[src/rtl/uart_pkg.sv]
// rtl/uart_pkg.sv - shared types and register map for the memory-mapped UART transmitter
package uart_pkg;

  typedef enum logic [1:0] {IDLE, START, DATA, STOP} tx_state_t;

  localparam int OFS_DATA = 0;
  localparam int OFS_STAT = 1;

  localparam int ST_FULL  = 0;
  localparam int ST_EMPTY = 1;
  localparam int ST_BUSY  = 2;
  localparam int ST_OVF   = 3;

endpackage

[src/rtl/sync_fifo.sv]
// rtl/sync_fifo.sv - single-clock FIFO with wrap-bit pointers and a combinational head output
module sync_fifo #(
  parameter int WIDTH = 8,
  parameter int DEPTH = 4
) (
  input  logic                     clk,
  input  logic                     reset,
  input  logic                     push,
  input  logic                     pop,
  input  logic [WIDTH-1:0]         din,
  output logic [WIDTH-1:0]         dout,
  output logic                     full,
  output logic                     empty,
  output logic [$clog2(DEPTH):0]   count
);

  localparam int AW = $clog2(DEPTH);

  logic [WIDTH-1:0] mem [DEPTH];
  logic [AW:0]      wrPtr;
  logic [AW:0]      rdPtr;
  logic             doPush;
  logic             doPop;

  assign count  = wrPtr - rdPtr;
  assign full   = (count == (AW+1)'(DEPTH));
  assign empty  = (wrPtr == rdPtr);
  assign doPush = push && !full;
  assign doPop  = pop && !empty;
  assign dout   = mem[rdPtr[AW-1:0]];

  always_ff @(posedge clk or negedge reset) begin
    if (!reset) begin
      wrPtr <= '0;
      rdPtr <= '0;
    end else begin
      if (doPush) wrPtr <= wrPtr + 1'b1;
      if (doPop)  rdPtr <= rdPtr + 1'b1;
    end
  end

  // Storage needs no reset: the pointers alone define which entries are valid.
  always_ff @(posedge clk) begin
    if (doPush) mem[wrPtr[AW-1:0]] <= din;
  end

endmodule

[src/rtl/mmio_uart_tx.sv]
// rtl/mmio_uart_tx.sv - CPU-store-fed 8N1 serial transmitter with status register
module mmio_uart_tx
  import uart_pkg::*;
#(
  parameter logic [7:0] BASE_ADDR    = 8'hF0,
  parameter int         FIFO_DEPTH   = 4,
  parameter int         CLKS_PER_BIT = 4
) (
  input  logic       clk,
  input  logic       reset,
  input  logic       WE,
  input  logic [7:0] DataAddr,
  input  logic [7:0] WriteData,
  output logic       Sel,
  output logic [7:0] RdData,
  output logic       tx,
  output logic       busy
);

  localparam int              BW        = $clog2(CLKS_PER_BIT);
  localparam logic [BW-1:0]   BAUD_LAST = BW'(CLKS_PER_BIT - 1);

  tx_state_t                    state;
  logic [BW-1:0]                baudCnt;
  logic [2:0]                   bitIdx;
  logic [7:0]                   shiftReg;
  logic                         overflow;
  logic                         lineTail;
  logic                         baudLast;
  logic                         hitData;
  logic                         hitStat;
  logic                         pushReq;
  logic                         dropPush;
  logic                         clrOvf;
  logic                         fifoPop;
  logic                         fifoFull;
  logic                         fifoEmpty;
  logic [7:0]                   fifoHead;
  logic [$clog2(FIFO_DEPTH):0]  fifoCount;
  logic                         txNext;
  logic [7:0]                   statusByte;

  assign hitData  = (DataAddr == BASE_ADDR + 8'(OFS_DATA));
  assign hitStat  = (DataAddr == BASE_ADDR + 8'(OFS_STAT));
  assign Sel      = hitData || hitStat;
  assign pushReq  = WE && hitData;
  assign dropPush = pushReq && fifoFull;
  assign clrOvf   = WE && hitStat;
  assign fifoPop  = (state == IDLE) && !fifoEmpty;
  assign baudLast = (baudCnt == BAUD_LAST);

  // tx lags the FSM by one cycle, so busy also covers the last stop-bit cycle still on the line.
  assign busy = (state != IDLE) || (fifoCount != '0) || lineTail;

  sync_fifo #(.WIDTH(8), .DEPTH(FIFO_DEPTH)) u_fifo (
    .clk   (clk),
    .reset (reset),
    .push  (pushReq),
    .pop   (fifoPop),
    .din   (WriteData),
    .dout  (fifoHead),
    .full  (fifoFull),
    .empty (fifoEmpty),
    .count (fifoCount)
  );

  always_comb begin
    statusByte           = 8'h00;
    statusByte[ST_FULL]  = fifoFull;
    statusByte[ST_EMPTY] = fifoEmpty;
    statusByte[ST_BUSY]  = busy;
    statusByte[ST_OVF]   = overflow;
  end

  assign RdData = Sel ? statusByte : 8'h00;

  always_comb begin
    txNext = 1'b1;
    case (state)
      START:   txNext = 1'b0;
      DATA:    txNext = shiftReg[0];
      default: txNext = 1'b1;
    endcase
  end

  always_ff @(posedge clk or negedge reset) begin
    if (!reset) begin
      state    <= IDLE;
      baudCnt  <= '0;
      bitIdx   <= '0;
      shiftReg <= '0;
      tx       <= 1'b1;
      lineTail <= 1'b0;
      overflow <= 1'b0;
    end else begin
      tx       <= txNext;
      lineTail <= (state == STOP) && baudLast;

      // A dropped push outranks a clear landing on the same edge.
      if (dropPush)    overflow <= 1'b1;
      else if (clrOvf) overflow <= 1'b0;

      case (state)
        IDLE: begin
          baudCnt <= '0;
          if (fifoPop) begin
            shiftReg <= fifoHead;
            state    <= START;
          end
        end
        START: begin
          if (baudLast) begin
            baudCnt <= '0;
            bitIdx  <= '0;
            state   <= DATA;
          end else begin
            baudCnt <= baudCnt + 1'b1;
          end
        end
        DATA: begin
          if (baudLast) begin
            baudCnt  <= '0;
            shiftReg <= {1'b0, shiftReg[7:1]};
            bitIdx   <= bitIdx + 3'd1;
            if (bitIdx == 3'd7) state <= STOP;
          end else begin
            baudCnt <= baudCnt + 1'b1;
          end
        end
        STOP: begin
          if (baudLast) begin
            baudCnt <= '0;
            state   <= IDLE;
          end else begin
            baudCnt <= baudCnt + 1'b1;
          end
        end
        default: state <= IDLE;
      endcase
    end
  end

endmodule

[config.mk]
export PLATFORM = sky130hd
export DESIGN_NAME = mmio_uart_tx
export DESIGN_NICKNAME = d
export VERILOG_FILES = /design/src/rtl/uart_pkg.sv /design/src/rtl/sync_fifo.sv /design/src/rtl/mmio_uart_tx.sv
export SDC_FILE = /design/constraint.sdc
export NUM_CORES = 1
export LEC_CHECK = 0
export ABC_AREA = 1
export BUFFER_PORTS_ARGS = -buffer_cell sky130_fd_sc_hd__buf_2
export CORE_MARGIN = 4
export CORE_UTILIZATION = 58
export DETAILED_ROUTE_END_ITERATION = 7
export PLACE_DENSITY = 0.78
export SYNTH_ARGS = -nofsm -noshare
export SYNTH_HDL_FRONTEND = slang
export SYNTH_SLANG_ARGS = --single-unit
[constraint.sdc]
create_clock -name clk -period 3.3 [get_ports clk]
set_clock_uncertainty 0.2 [all_clocks]
set_input_delay 0.66 -clock clk [delete_from_list [all_inputs] [get_ports clk]]
set_output_delay 0.66 -clock clk [all_outputs]
set_load 0.05 [all_outputs]
After elaboration in Yosys (flattened, before gate mapping)
Memory sizes are Yosys's and may differ from the RTL's.
Cells that the tools add are included.
Widths: inputs -> output; s select.

operators by class
  $add $sub $neg = 5
  equal/unequal tests = 14
  reductions and logical operators = 22
  multiplexer cells = 20

operators with widths
  cell                 count
  $eq 8x8->1 const B   2
  $mux 8               2
  $pmux 8 s2           1
  $mux 2               6
  $add 3x1->3 const B  3
  $ne 2x2->1 const B   4
  $pmux 2 s4           1
  $reduce_bool 2->1    4
  $logic_and 1x1->1    7
  $eq 2x2->1 const B   3
  $eq 3x3->1 const B   2
  $mux 3               2
  $pmux 3 s2           1
  $reduce_and 3->1     2
  $reduce_and 5->1     1
  $mux 1               4
  $mux 4               1
  $pmux 2 s2           1
  $eq 3x3->1           1
  $logic_or 1x1->1     3
  $reduce_bool 3->1    1
  $reduce_or 3->1      1
  $sub 3x3->3          1
  $add 2x1->2 const B  1
  5 further kinds      6

word-level totals
  bits in registers = 24
  bits in writable memories = 32
  memories = 1
  output and inout port bits = 11
  logic and storage cells = 71

memory list
  memory      depth  width  rd ports  clocked after Yosys merged registers in  wr ports  RTL line         text
  u_fifo.mem  4      8      1         0                                        1         sync_fifo.sv:19  logic [WIDTH-1:0] mem [DEPTH];

Depth between registers and ports, before layout
Gate-level depths: netlist of run 1.

  depth after elaboration = 6
  depth in mapped cells = 10

By module
Synthesis of run 1 repeated with hierarchy kept, for this count alone.

second synthesis, totals
  cells, all modules = 274
  area, all modules = 2741.4 um2

by module, submodules not included
  module        cells each  area each (um2)  seq. area each (um2)  instances
  sync_fifo     139         1665.3           1111.1                1
  mmio_uart_tx  135         1076.0           451.7                 1

Least setup slack after synthesis of run 1
OpenSTA, ideal clock, no wires.

  kind = reg-to-output
  start = reg u_fifo.rdPtr[1]
  end = out RdData[2]
  slack = 0.436 ns
  cell stages (with the launch flop) = 10
  path buffers = 1
  data required time = 2.440 ns
  data arrival time = 2.004 ns
  cell sequence = dfrtp_1 -> buf_2 -> inv_2 -> ha_1 -> nand2_1 -> nand2_1 -> nand2_1 -> nand4_1 -> nand2_1 -> inv_1

on the way
  cells in the longest elaborated chain, start to end = 5

RTL lines
  what                            RTL line            text
  start: declaration              sync_fifo.sv:21     logic [AW:0] rdPtr;
  start signal: assignment        sync_fifo.sv:38     if (doPop) rdPtr <= rdPtr + 1'b1;
  $sub 3x3->3                     sync_fifo.sv:25     assign count = wrPtr - rdPtr;
  $reduce_bool 3->1               mmio_uart_tx.sv:53  assign busy = (state != IDLE) || (fifoCount != '0) || lineTail;
  $logic_or 1x1->1 (2 in series)  mmio_uart_tx.sv:53
  via busy                        mmio_uart_tx.sv:17  output logic busy
  $mux 4                          mmio_uart_tx.sv:75  assign RdData = Sel ? statusByte : 8'h00;
  end: declaration                mmio_uart_tx.sv:15  output logic [7:0] RdData,

The timed path passes the listed nets, and every way through them passes these cells.

Worst setup path after layout of run 1
  start = reg u_fifo.rdPtr[1]
  end = out RdData[2]

on the way
  cells in the longest elaborated chain, start to end = 5

RTL lines
  what                            RTL line
  $sub 3x3->3                     sync_fifo.sv:25
  $reduce_bool 3->1               mmio_uart_tx.sv:53
  $logic_or 1x1->1 (2 in series)  mmio_uart_tx.sv:53
  $mux 4                          mmio_uart_tx.sv:75

No other way between the ends.

==> metrics.md, run 1 <==
| Metric | Value |
|---|---|
| Crit path time final | slightly below 3 ns |
| H-tree depth | 2 |
| Critical-path top delay cell | dfrtp_1 |
| 1st-iter DRT viols | 151 |
| Power share of the combinational group | 0.417 |
| Worst skew pair latency | between 0.3 and 0.4 ns |
| Routed Antenna Nets | 0 |
| Dpl cell area | 2870 um2 |
| Pin slew with the least headroom to its limit | 0.644 ns |
| Number of global-route vias before repair | about 1700 |
| Count of pins over their slew limit | 0 |
| Initial antenna violation count | 0 |
| PD cells | 786 nW/um2 |
| Worst min-delay path category | input port to asynchronous set/reset pin |
| Origin of the critical flop-to-flop path | u_fifo.rdPtr[1] |
| FP Rows | 24 |
| CP max FO | 10 |
| Int Power | 1.36 mW |
| Post-DP HPWL | 3.63 mm |
| Syn Std Cell Area | roughly 2700 um2 |
| Fmax | 0.341 GHz |
| VDD IR max | 0.000402 V |
| Sw Share | 0.414 |
| Reported net switching power | 0.964 mW |
| CTS clk-pin slew, worst paths | around 0.10 ns |
| Placed insts | 363 |
| Layout cell share with drive strength beyond 1 | 0.166 |
| Post-route insts no fill | approximately 370 |
| ANT cells | 0 |
| Register share of total power | 0.420 |
| Crit path launch type | register |
| Static leakage | roughly 1.4 nW |
| Most common cell on crit path | nand2_1 |
| First-pass GRT wire length | a little over 8 mm |
| Area grow syn2layout | 8.58% |
| IO Port Bufs | 25 |
| Routability Congestion | 0.804 |
| Die width | around 77 um |
| Max-slew headroom | 0.569 |
| Routed wire per std cell | about 13 um |
| Number of clock sinks | between 50 and 60 |
| Syn Area/Cell | about 9.3 um2 |
| Ports | 30 |
| Most frequent cells in the layout | nand2_1, nor2_1, edfxtp_1 |
| Final wirelength | 4.71 mm |
| CTS max path bufs | 2 |
| Fin. Hold Viols | 0 |
| Final nets | 351 |
| Setup violations, final | 0 |
| Design Area, Final | 2960 um2 |
| Remaining global-route overflow | 0 |
| Die area | between 5000 and 6000 um2 |
| Yosys warnings | 0 |
| Die Height | 76.6 um |
| RSZ-0062 raised after global routing | false |
| Clock power share | 0.163 |
| Crit-path cells | inv_2 > ha_1 > a21oi_1 > nand2_1 > nand4_1 > nand2_1 > inv_1 > buf_2 |
| Largest net degree at the start of global routing | 25 |
| Core ar. | 4440 um2 |
| Initial core utilization | 0.614 |
| GRT Total Usage | 0.176 |
| Synthesized instance count | between 200 and 300 |
| Crit path kind | register to output port |
| DRC violations left | 0 |
| Sequential area share after synthesis | 0.573 |
| Commonest non-fill, non-tap cell in the layout | nand2_1 |
| Vias per cell | 5.12 |
| Post-CTS sizing | 0 |
| Critical Path RT | 2.44 ns |
| Kind of cell adding the most delay to the critical path | flip-flops |
| Critical Path Start | u_fifo.rdPtr[1] |
| Post-CTS setup buffer count | 0 |
| CTS tree | yes |
| Crit path buffers/inverters | 3 |
| Setup TNS | 0 ns |
| Cts hold-fix bufs | 0 |
| Flops & latches, synth | 56 |
| Period utilization | 0.888 |
| Status | finished clean |
| CTS root buf | clkbuf_8 |
| Max-cap violations | 0 |
| CP max stage delay | 0.53 ns |
| Crit end category | output port |
| Num CTS Buffers | 5 |
| Drt pass-1 iters | 4 |
| Routed vias | 1900 |
| Count of different cell masters after synthesis | 25 |
| Critical Path AT | a little over 2 ns |
| Total Power | ~2.3 mW |
## worst register-to-register path: cells and delay by family (launching register included)
kind                       cells  cell delay [ns]
and+or+nand+nor                4             0.85
buffers and inverters          1             0.15
adders and majority gates      1             0.35
DFF                            1             0.53
AOI/OAI and AO/OA              1             0.20
## flip-flops by register name, indices dropped and copies added, names as in the netlist
signal        count
u_fifo.rdPtr      3
u_fifo.wrPtr      3
u_fifo.mem       32
lineTail          1
tx                1
shiftReg          8
bitIdx            3
overflow          1
state             2
baudCnt           2
## path summary, 6_finish.rpt
| check | cells past startpoint | slack [ns] | end |
|---|---|---|---|
| min | 1 | 0.12 | bitIdx[2] |
| min reg2reg | 1 | 0.25 | baudCnt[0] |
| max in group asynchronous | 1 | 2.42 | tx |
| max | 8 | 0.37 | RdData[2] |
| min in group clk | 1 | 0.25 | baudCnt[0] |
| max reg2reg | 7 | 0.67 | u_fifo.mem[3][7] |
## cells in the mapped netlist (all sizes together)
cell | number | area, um2
conb | 1 | 3.75
nor3 | 1 | 5.00
clkinv | 1 | 8.76
buf | 10 | 62.6
or2 | 1 | 6.26
nand3 | 25 | 135
nand2 | 81 | 319
inv | 31 | 116
a21oi | 13 | 76.3
xor2 | 3 | 26.3
nand4 | 1 | 6.26
dfrtp | 23 | 576
dfstp | 1 | 26.3
ha | 14 | 175
nor2 | 47 | 184
edfxtp | 32 | 961
o21ai | 8 | 40.0
## power groups by stage
stage                     logic (mW)  registers [mW]  clock network [mW]
after floorplan                0.830           0.959                   0
after global placement         0.951           0.986                   0
after detailed placement       0.974           0.993                   0
after CTS                      0.979           0.977               0.387
after global routing            1.12            1.00               0.429
final                          0.971           0.976               0.379
## cell type report
| class | count | area, um2 |
|---|---|---|
| Sequential cell | 56 | 1560 |
| Fill cell | 356 | 1480 |
| Multi-Input combinational cell | 198 | 988 |
| Timing Repair Buffer | 25 | 125 |
| Inverter | 32 | 125 |
| Clock buffer | 5 | 68.8 |
| Tap cell | 52 | 65.1 |
| Clock inverter | 3 | 26.3 |
## cell families after synthesis
group | after synthesis | share of synthesized area
other | 1 | 0.00137
and+or+nand+nor | 156 | 0.240
xor gates and xnor gates | 3 | 0.00963
DFF | 56 | 0.573
AOI/OAI and AO/OA | 21 | 0.0427
adders and majority gates | 14 | 0.0642
buffers and inverters | 42 | 0.0688
## per-stage QoR
stage | util | hold slack (ns) | setup WS [ns]
after detailed placement | 0.645 | 0.236 | 0.667
after global placement | 0.645 | 0.221 | 0.729
after global routing | 0.666 | 0.162 | 0.189
after CTS | 0.666 | 0.135 | 0.365
final | 0.666 | 0.118 | 0.368
after floorplan | - | 0.164 | 0.436
## per-layer routing
| layer | routed length [um] | up-vias | track usage |
|---|---|---|---|
| li1 | - | 982 | - |
| met1 | 2180 | 871 | 0.247 |
| met2 | 2290 | 43 | 0.278 |
| met3 | 206 | 4 | 0.0378 |
| met4 | 34 | 0 | 0.0489 |
| met5 | 0 | - | 0 |
(Power assumes the default switching activity.)
==> run 2, diff against run 1 <==
Settings changed: CORE_UTILIZATION 58 to 48, PLACE_DENSITY 0.78 to 0.66.
==> metrics.md, run 2 (same netlist as run 1, synthesis figures left out) <==
| Metric | Value |
|---|---|
| Number of global-route vias before repair | 1756 (+2.2%) |
| Post-CTS setup buffer count | 0 (unchanged) |
| Post-CTS sizing | 0 (unchanged) |
| Total Power | 2.33 mW (about the same) |
| Final nets | 351 (unchanged) |
| Post-route worst setup slack | 0.330 ns (-0.0377 ns) |
| Die area | 6950 um2 (+19%) |
| Setup TNS | 0 ns (unchanged) |
| Num CTS Buffers | 5 (unchanged) |
| CTS max path bufs | 2 (unchanged) |
| Routed wire per std cell | 11.8 um (-7.4%) |
| Initial antenna violation count | 0 (unchanged) |
| IO Port Bufs | 25 (unchanged) |
| Post-route insts no fill | 391 (+5.4%) |
| Layout cell share with drive strength beyond 1 | 0.166 (unchanged) |
| CTS tree | yes |
| Status | finished clean |
| Vias per cell | 4.71 (-8.0%) |
| VDD IR max | 0.000351 V (-13%) |
| Worst min-delay path category | input port to asynchronous set/reset pin |
| Static leakage | 1.37 nW (-0.26%) |
| 1st-iter DRT viols | 71 (-53%) |
| Critical Path AT | 2.11 ns (+0.04 ns) |
| Ports | 30 (unchanged) |
| Pin slew with the least headroom to its limit | 0.634 ns (-0.00947 ns) |
| Die width | 83.4 um (+8.9%) |
| Setup violations, final | 0 (unchanged) |
| CTS root buf | clkbuf_8 |
| Routed Antenna Nets | 0 (unchanged) |
| Remaining global-route overflow | 0 (unchanged) |
| Number of clock sinks | 56 (unchanged) |
| Placed insts | 383 (+5.5%) |
| CP max FO | 10 (unchanged) |
| ANT cells | 0 (unchanged) |
| Most frequent cells in the layout | nand2_1, nor2_1, edfxtp_1 |
| Design Area, Final | 2990 um2 (+0.80%) |
| CP max stage delay | 0.54 ns (about the same) |
| Drt pass-1 iters | 4 (unchanged) |
| FP Rows | 27 (+13%) |
| Most common cell on crit path | nand2_1 |
| H-tree depth | 2 (unchanged) |
| Dpl cell area | 2890 um2 (+0.87%) |
| Initial core utilization | 0.495 (-0.118) |
| Core ar. | 5510 um2 (+24%) |
| RSZ-0062 raised after global routing | false |
| Routed vias | 1842 (-3.1%) |
| Die Height | 83.4 um (+8.9%) |
| Crit path time final | 2.97 ns (+0.0377 ns) |
| GRT Total Usage | 0.147 (-0.0294) |
| Cts hold-fix bufs | 0 (unchanged) |
| Core Util, Final | 0.542 (-0.124) |
| Crit end category | output port |
| Worst skew pair latency | 0.31 ns (about the same) |
| Max reg flops | 32 (unchanged) |
| Dpl ws | 0.652 ns (-0.0145 ns) |
| PD cells | 779 nW/um2 (-0.81%) |
| Max-slew headroom | 0.575 (+0.00634) |
| First-pass GRT wire length | 8.14 mm (about the same) |
| Crit-path cells | inv_2 > ha_1 > a21oi_1 > nand2_1 > nand4_1 > nand2_1 > inv_1 > buf_2 |
| Max-cap violations | 0 (unchanged) |
| Post-DP HPWL | 3.56 mm (-2.0%) |
| DRC violations left | 0 (unchanged) |
| Routability Congestion | 0.769 (-4.3%) |
| Count of pins over their slew limit | 0 (unchanged) |
| CTS clk-pin slew, worst paths | 0.10 ns (about the same) |
| Area grow syn2layout | 9.45% |
| Commonest non-fill, non-tap cell in the layout | nand2_1 |
| Critical Path RT | 2.44 ns (about the same) |
| Hold_ws | 0.120 ns (+0.00219 ns) |
| Largest net degree at the start of global routing | 25 (unchanged) |
| Final wirelength | 4.60 mm (-2.4%) |
| Fin. Hold Viols | 0 (unchanged) |
| Period utilization | 0.900 (+0.0114) |
| Critical-path top delay cell | dfrtp_1 |
| Fmax | 0.337 GHz (-1.3%) |
| Crit path kind | register to output port |
| Crit path launch type | register |
run 2: cell count changes in the layout (fill, tap and decap cells not counted), sizes merged:
| cell | before | now |
|---|---|---|
| clkinv | 3 | 1 |
| clkinvlp | 0 | 1 |
| inv | 32 | 33 |
run 2: layer usage:
metal,up-vias,global-route usage,part of all wire
met5,-,0,0
met4,0,0.0327,0.0089
met3,6,0.0427,0.037
met2,25,0.219,0.45
met1,832,0.211,0.51
li1,979,-,-
run 2: area by class of cell:
class / count / area [um2]
Sequential cell: 56 / 1560
Fill cell: 495 / 2520
Clock inverter: 3 / 25.0
Clock buffer: 5 / 68.8
Multi-Input combinational cell: 198 / 988
Timing Repair Buffer: 25 / 125
Inverter: 32 / 125
Tap cell: 72 / 90.1
run 2: report_power, final:
group / total (mW) / leakage (nW) / switching [mW] / internal, mW
clock network: 0.385 / 0.0452 / 0.230 / 0.155
registers: 0.976 / 0.582 / 0.108 / 0.868
logic: 0.965 / 0.748 / 0.624 / 0.341
run 2: worst paths after layout:
kind / startpoint / endpoint / slack (ns) / cells after the start
max in group asynchronous: reset / tx / 2.41 / 1
hold / removal: reset / bitIdx[1] / 0.12 / 1
min in group clk: baudCnt[0] / baudCnt[0] / 0.24 / 1
hold reg to reg: baudCnt[0] / baudCnt[0] / 0.24 / 1
setup reg to reg: u_fifo.rdPtr[1] / u_fifo.mem[0][5] / 0.66 / 7
setup / recovery: u_fifo.rdPtr[1] / RdData[2] / 0.33 / 8
run 2: critical path: cells and delay by family (launching register included):
kind                     cells  cell delay, ns
AO/OA/AOI/OAI                1            0.20
adder cells (fa/ha/maj)      1            0.35
buffers and inverters        3            0.45
flip-flops                   1            0.54
AND/OR/NAND/NOR              3            0.24
==> run 3, diff against run 2 <==
Settings changed: ABC_AREA 1 to 0, CORE_MARGIN 4 to default, PLACE_DENSITY 0.66 to 0.67.
==> metrics.md, run 3 <==
| Metric | Value |
|---|---|
| Max reg flops | 32 (unchanged) |
| Fin. Hold Viols | 0 (unchanged) |
| Num CTS Buffers | 5 (unchanged) |
| Cts hold-fix bufs | 0 (unchanged) |
| Status | finished clean |
| Die area | 5600 um2 (-19%) |
| Setup violations, final | 0 (unchanged) |
| Count of different cell masters after synthesis | 41 (+64%) |
| CTS clk-pin slew, worst paths | 0.10 ns (about the same) |
| PD cells | 781 nW/um2 (+0.27%) |
| Number of clock sinks | 56 (unchanged) |
| Worst min-delay path category | input port to asynchronous set/reset pin |
| Top_reg_cell synth | edfxtp_1 |
| Filler instances | 426 (-14%) |
| Cells on worst reg2reg path | 5 (-2) |
| Synthesized instance count | 174 (-41%) |
| Setup TNS | 0 ns (unchanged) |
| Max-cap violations | 0 (unchanged) |
| Origin of the critical flop-to-flop path | u_fifo.rdPtr[1] |
| CP max stage delay | 0.65 ns (+0.11 ns) |
| Largest net degree at the start of global routing | 25 (unchanged) |
| 1st-iter DRT viols | 100 (+41%) |
| Crit end category | output port |
| IO Port Bufs | 25 (unchanged) |
| Period utilization | 0.942 (+0.0418) |
| Critical-path top delay cell | dfrtp_1 |
| Core ar. | 5110 um2 (-7.2%) |
| Post-synth EDFFs | 32 (unchanged) |
| ANT cells | 0 (unchanged) |
| RSZ-0062 raised after global routing | false |
| Post-route worst setup slack | 0.192 ns (-0.138 ns) |
| First-pass GRT wire length | 6.76 mm (-17%) |
| GRT Total Usage | 0.168 (+0.0218) |
| Register share of total power | 0.433 (+0.014) |
| Fmax | 0.322 GHz (-4.4%) |
| Design Area, Final | 2850 um2 (-4.4%) |
| Static leakage | 1.15 nW (-16%) |
| Max-slew headroom | 0.487 (-0.0886) |
| Routed Antenna Nets | 0 (unchanged) |
| Hold_ws | 0.111 ns (-0.00877 ns) |
| Core Util, Final | 0.559 (+0.0164) |
| H-tree depth | 2 (unchanged) |
| Final wirelength | 4.14 mm (-10%) |
| Post-CTS setup buffer count | 0 (unchanged) |
| Reported net switching power | 0.760 mW (-21%) |
| Area grow syn2layout | 12.0% |
| CP max FO | 11 (+1) |
| Initial core utilization | 0.499 (+0.00319) |
| Routability Congestion | 0.876 (+14%) |
| VDD IR max | 0.000369 V (+5.3%) |
| Routed vias | 1414 (-23%) |
| Sequential area share after synthesis | 0.614 (+0.0408) |
| Ports | 30 (unchanged) |
| Pin slew with the least headroom to its limit | 0.770 ns (+0.135 ns) |
| Crit path time final | 3.11 ns (+0.138 ns) |
| Post-DP HPWL | 2.93 mm (-18%) |
| FP Rows | 26 (-3.7%) |
| Worst skew pair latency | 0.31 ns (about the same) |
| Kind of cell adding the most delay to the critical path | flip-flops |
| Most frequent cell after synthesis | edfxtp_1 |
| Drt pass-1 iters | 4 (unchanged) |
| Dpl cell area | 2730 um2 (-5.5%) |
| Crit path buffers/inverters | 2 (-1) |
| Int Power | 1.47 mW (+7.7%) |
| Remaining global-route overflow | 0 (unchanged) |
| Vias per cell | 5.20 (+10%) |
| Routed wire per std cell | 15.2 um (+29%) |
| CTS max path bufs | 2 (unchanged) |
| Synth top area share | 0.377 (+0.0251) |
| Syn Area/Cell | 14.6 um2 (+57%) |
| Post-CTS sizing | 0 (unchanged) |
| CTS root buf | clkbuf_8 |
| CTS tree | yes |
| Count of pins over their slew limit | 0 (unchanged) |
| Crit path launch type | register |
| Reg2Reg Setup Slack | 0.62 ns (-0.04 ns) |
| Die Height | 74.8 um (-10%) |
| Post-synth top cells | edfxtp_1, dfrtp_1, ha_1 |
| Most frequent cells in the layout | edfxtp_1, buf_2, dfrtp_1 |
| Critical Path AT | 2.25 ns (+0.14 ns) |
| Layout cell share with drive strength beyond 1 | 0.272 (+0.106) |
| Area contributors post-synth | edfxtp_1, dfrtp_1, mux4_2, ha_1, mux2i_1 |
| Crit-path cells | inv_1 > ha_1 > and2_1 > nand2_1 > nor2_1 > buf_2 |
| Flops & latches, synth | 56 (unchanged) |
| Commonest non-fill, non-tap cell in the layout | edfxtp_1 |
| Initial antenna violation count | 0 (unchanged) |
| Critical Path RT | 2.44 ns (about the same) |
| Final nets | 234 (-33%) |
| Yosys warnings | 0 (unchanged) |
| Cell taking the most area after synthesis | edfxtp_1 |
| Die width | 74.8 um (-10%) |
| R2R Path End | u_fifo.mem[0][6] |
| Async S/R FF share, synth | 0.429 (unchanged) |
| Power share of the combinational group | 0.358 (-0.057) |
| Dpl ws | 0.401 ns (-0.251 ns) |
| Syn Std Cell Area | 2550 um2 (-6.7%) |
| Number of global-route vias before repair | 1469 (-16%) |
| DRC violations left | 0 (unchanged) |
| Sw Share | 0.341 (-0.0725) |
| Crit path kind | register to output port |
| Clock power share | 0.208 (+0.042) |
run 3: cell types whose count changed after synthesis, sizes merged, moves of 6 or more:
cell	change
mux4	+8
mux2i	+7
nand2	-76
inv	-21
and2	+6
nor2	-38
nand3	-23
run 3: worst max path at each step:
stage	start	endpoint	slack (ns)	cells after the start
final	u_fifo.rdPtr[1]	RdData[1]	0.19	6
after global routing	u_fifo.rdPtr[1]	RdData[1]	0.04	6
after CTS	u_fifo.rdPtr[1]	RdData[1]	0.17	6
after detailed placement	DataAddr[1]	RdData[0]	0.40	6
after global placement	DataAddr[1]	RdData[0]	0.46	6
after floorplan	u_fifo.rdPtr[1]	RdData[2]	0.15	6
run 3: cell families (layout without fill, tap and decap cells):
kind of cell,count (synthesis),in the layout,share of synthesized area
xor gates and xnor gates,7,7,0.0270
muxes,18,18,0.113
DFF,56,56,0.614
AOI/OAI and AO/OA,22,22,0.0659
other,1,4,0.00147
and+or+nand+nor,35,35,0.0722
buffers and inverters,21,46,0.0378
adders and majority gates,14,14,0.0688
run 3: stage by stage:
| stage | cells | total power, mW |
|---|---|---|
| 6_report | 272 | 2.23 |
| 5_1_grt | 272 | 2.37 |
| 4_1_cts | 272 | 2.25 |
| 3_5_place_dp | 264 | 1.79 |
| 3_3_place_gp | 264 | 1.74 |
| 2_1_floorplan | 177 | 1.61 |
run 3: layout make-up:
type	instances	area, um2	area share
multi-input cells	100	898	0.315
inverters	10	37.5	0.0132
flip-flops and latches	56	1560	0.548
clock buffers	5	68.8	0.0241
repair buffers	28	148	0.0518
well taps	70	87.6	0.0307
clock inverters	3	50.0	0.0175
run 3: metal layers:
layer  up-vias  share of wire  GRT usage
met3         8          0.028     0.0442
li1        681              -          -
met2        30           0.52      0.297
met4         0          0.012     0.0629
met5         -              0          0
met1       695           0.44      0.198
run 3: power by group through the flow:
| stage | sequential, mW | clock [mW] | combinational, mW |
|---|---|---|---|
| after floorplan | 0.963 | 0 | 0.646 |
| after detailed placement | 0.981 | 0 | 0.806 |
| final | 0.965 | 0.465 | 0.799 |
| after global routing | 0.983 | 0.493 | 0.898 |
| after CTS | 0.967 | 0.479 | 0.809 |
| after global placement | 0.972 | 0 | 0.769 |
run 3: worst reg2reg max path, cell delays in order (launching register included):
cell,delay (ns)
dfrtp_1,0.65
inv_1,0.09
ha_1,0.32
and2_1,0.27
a2111oi_4,0.48
and2_2,0.38
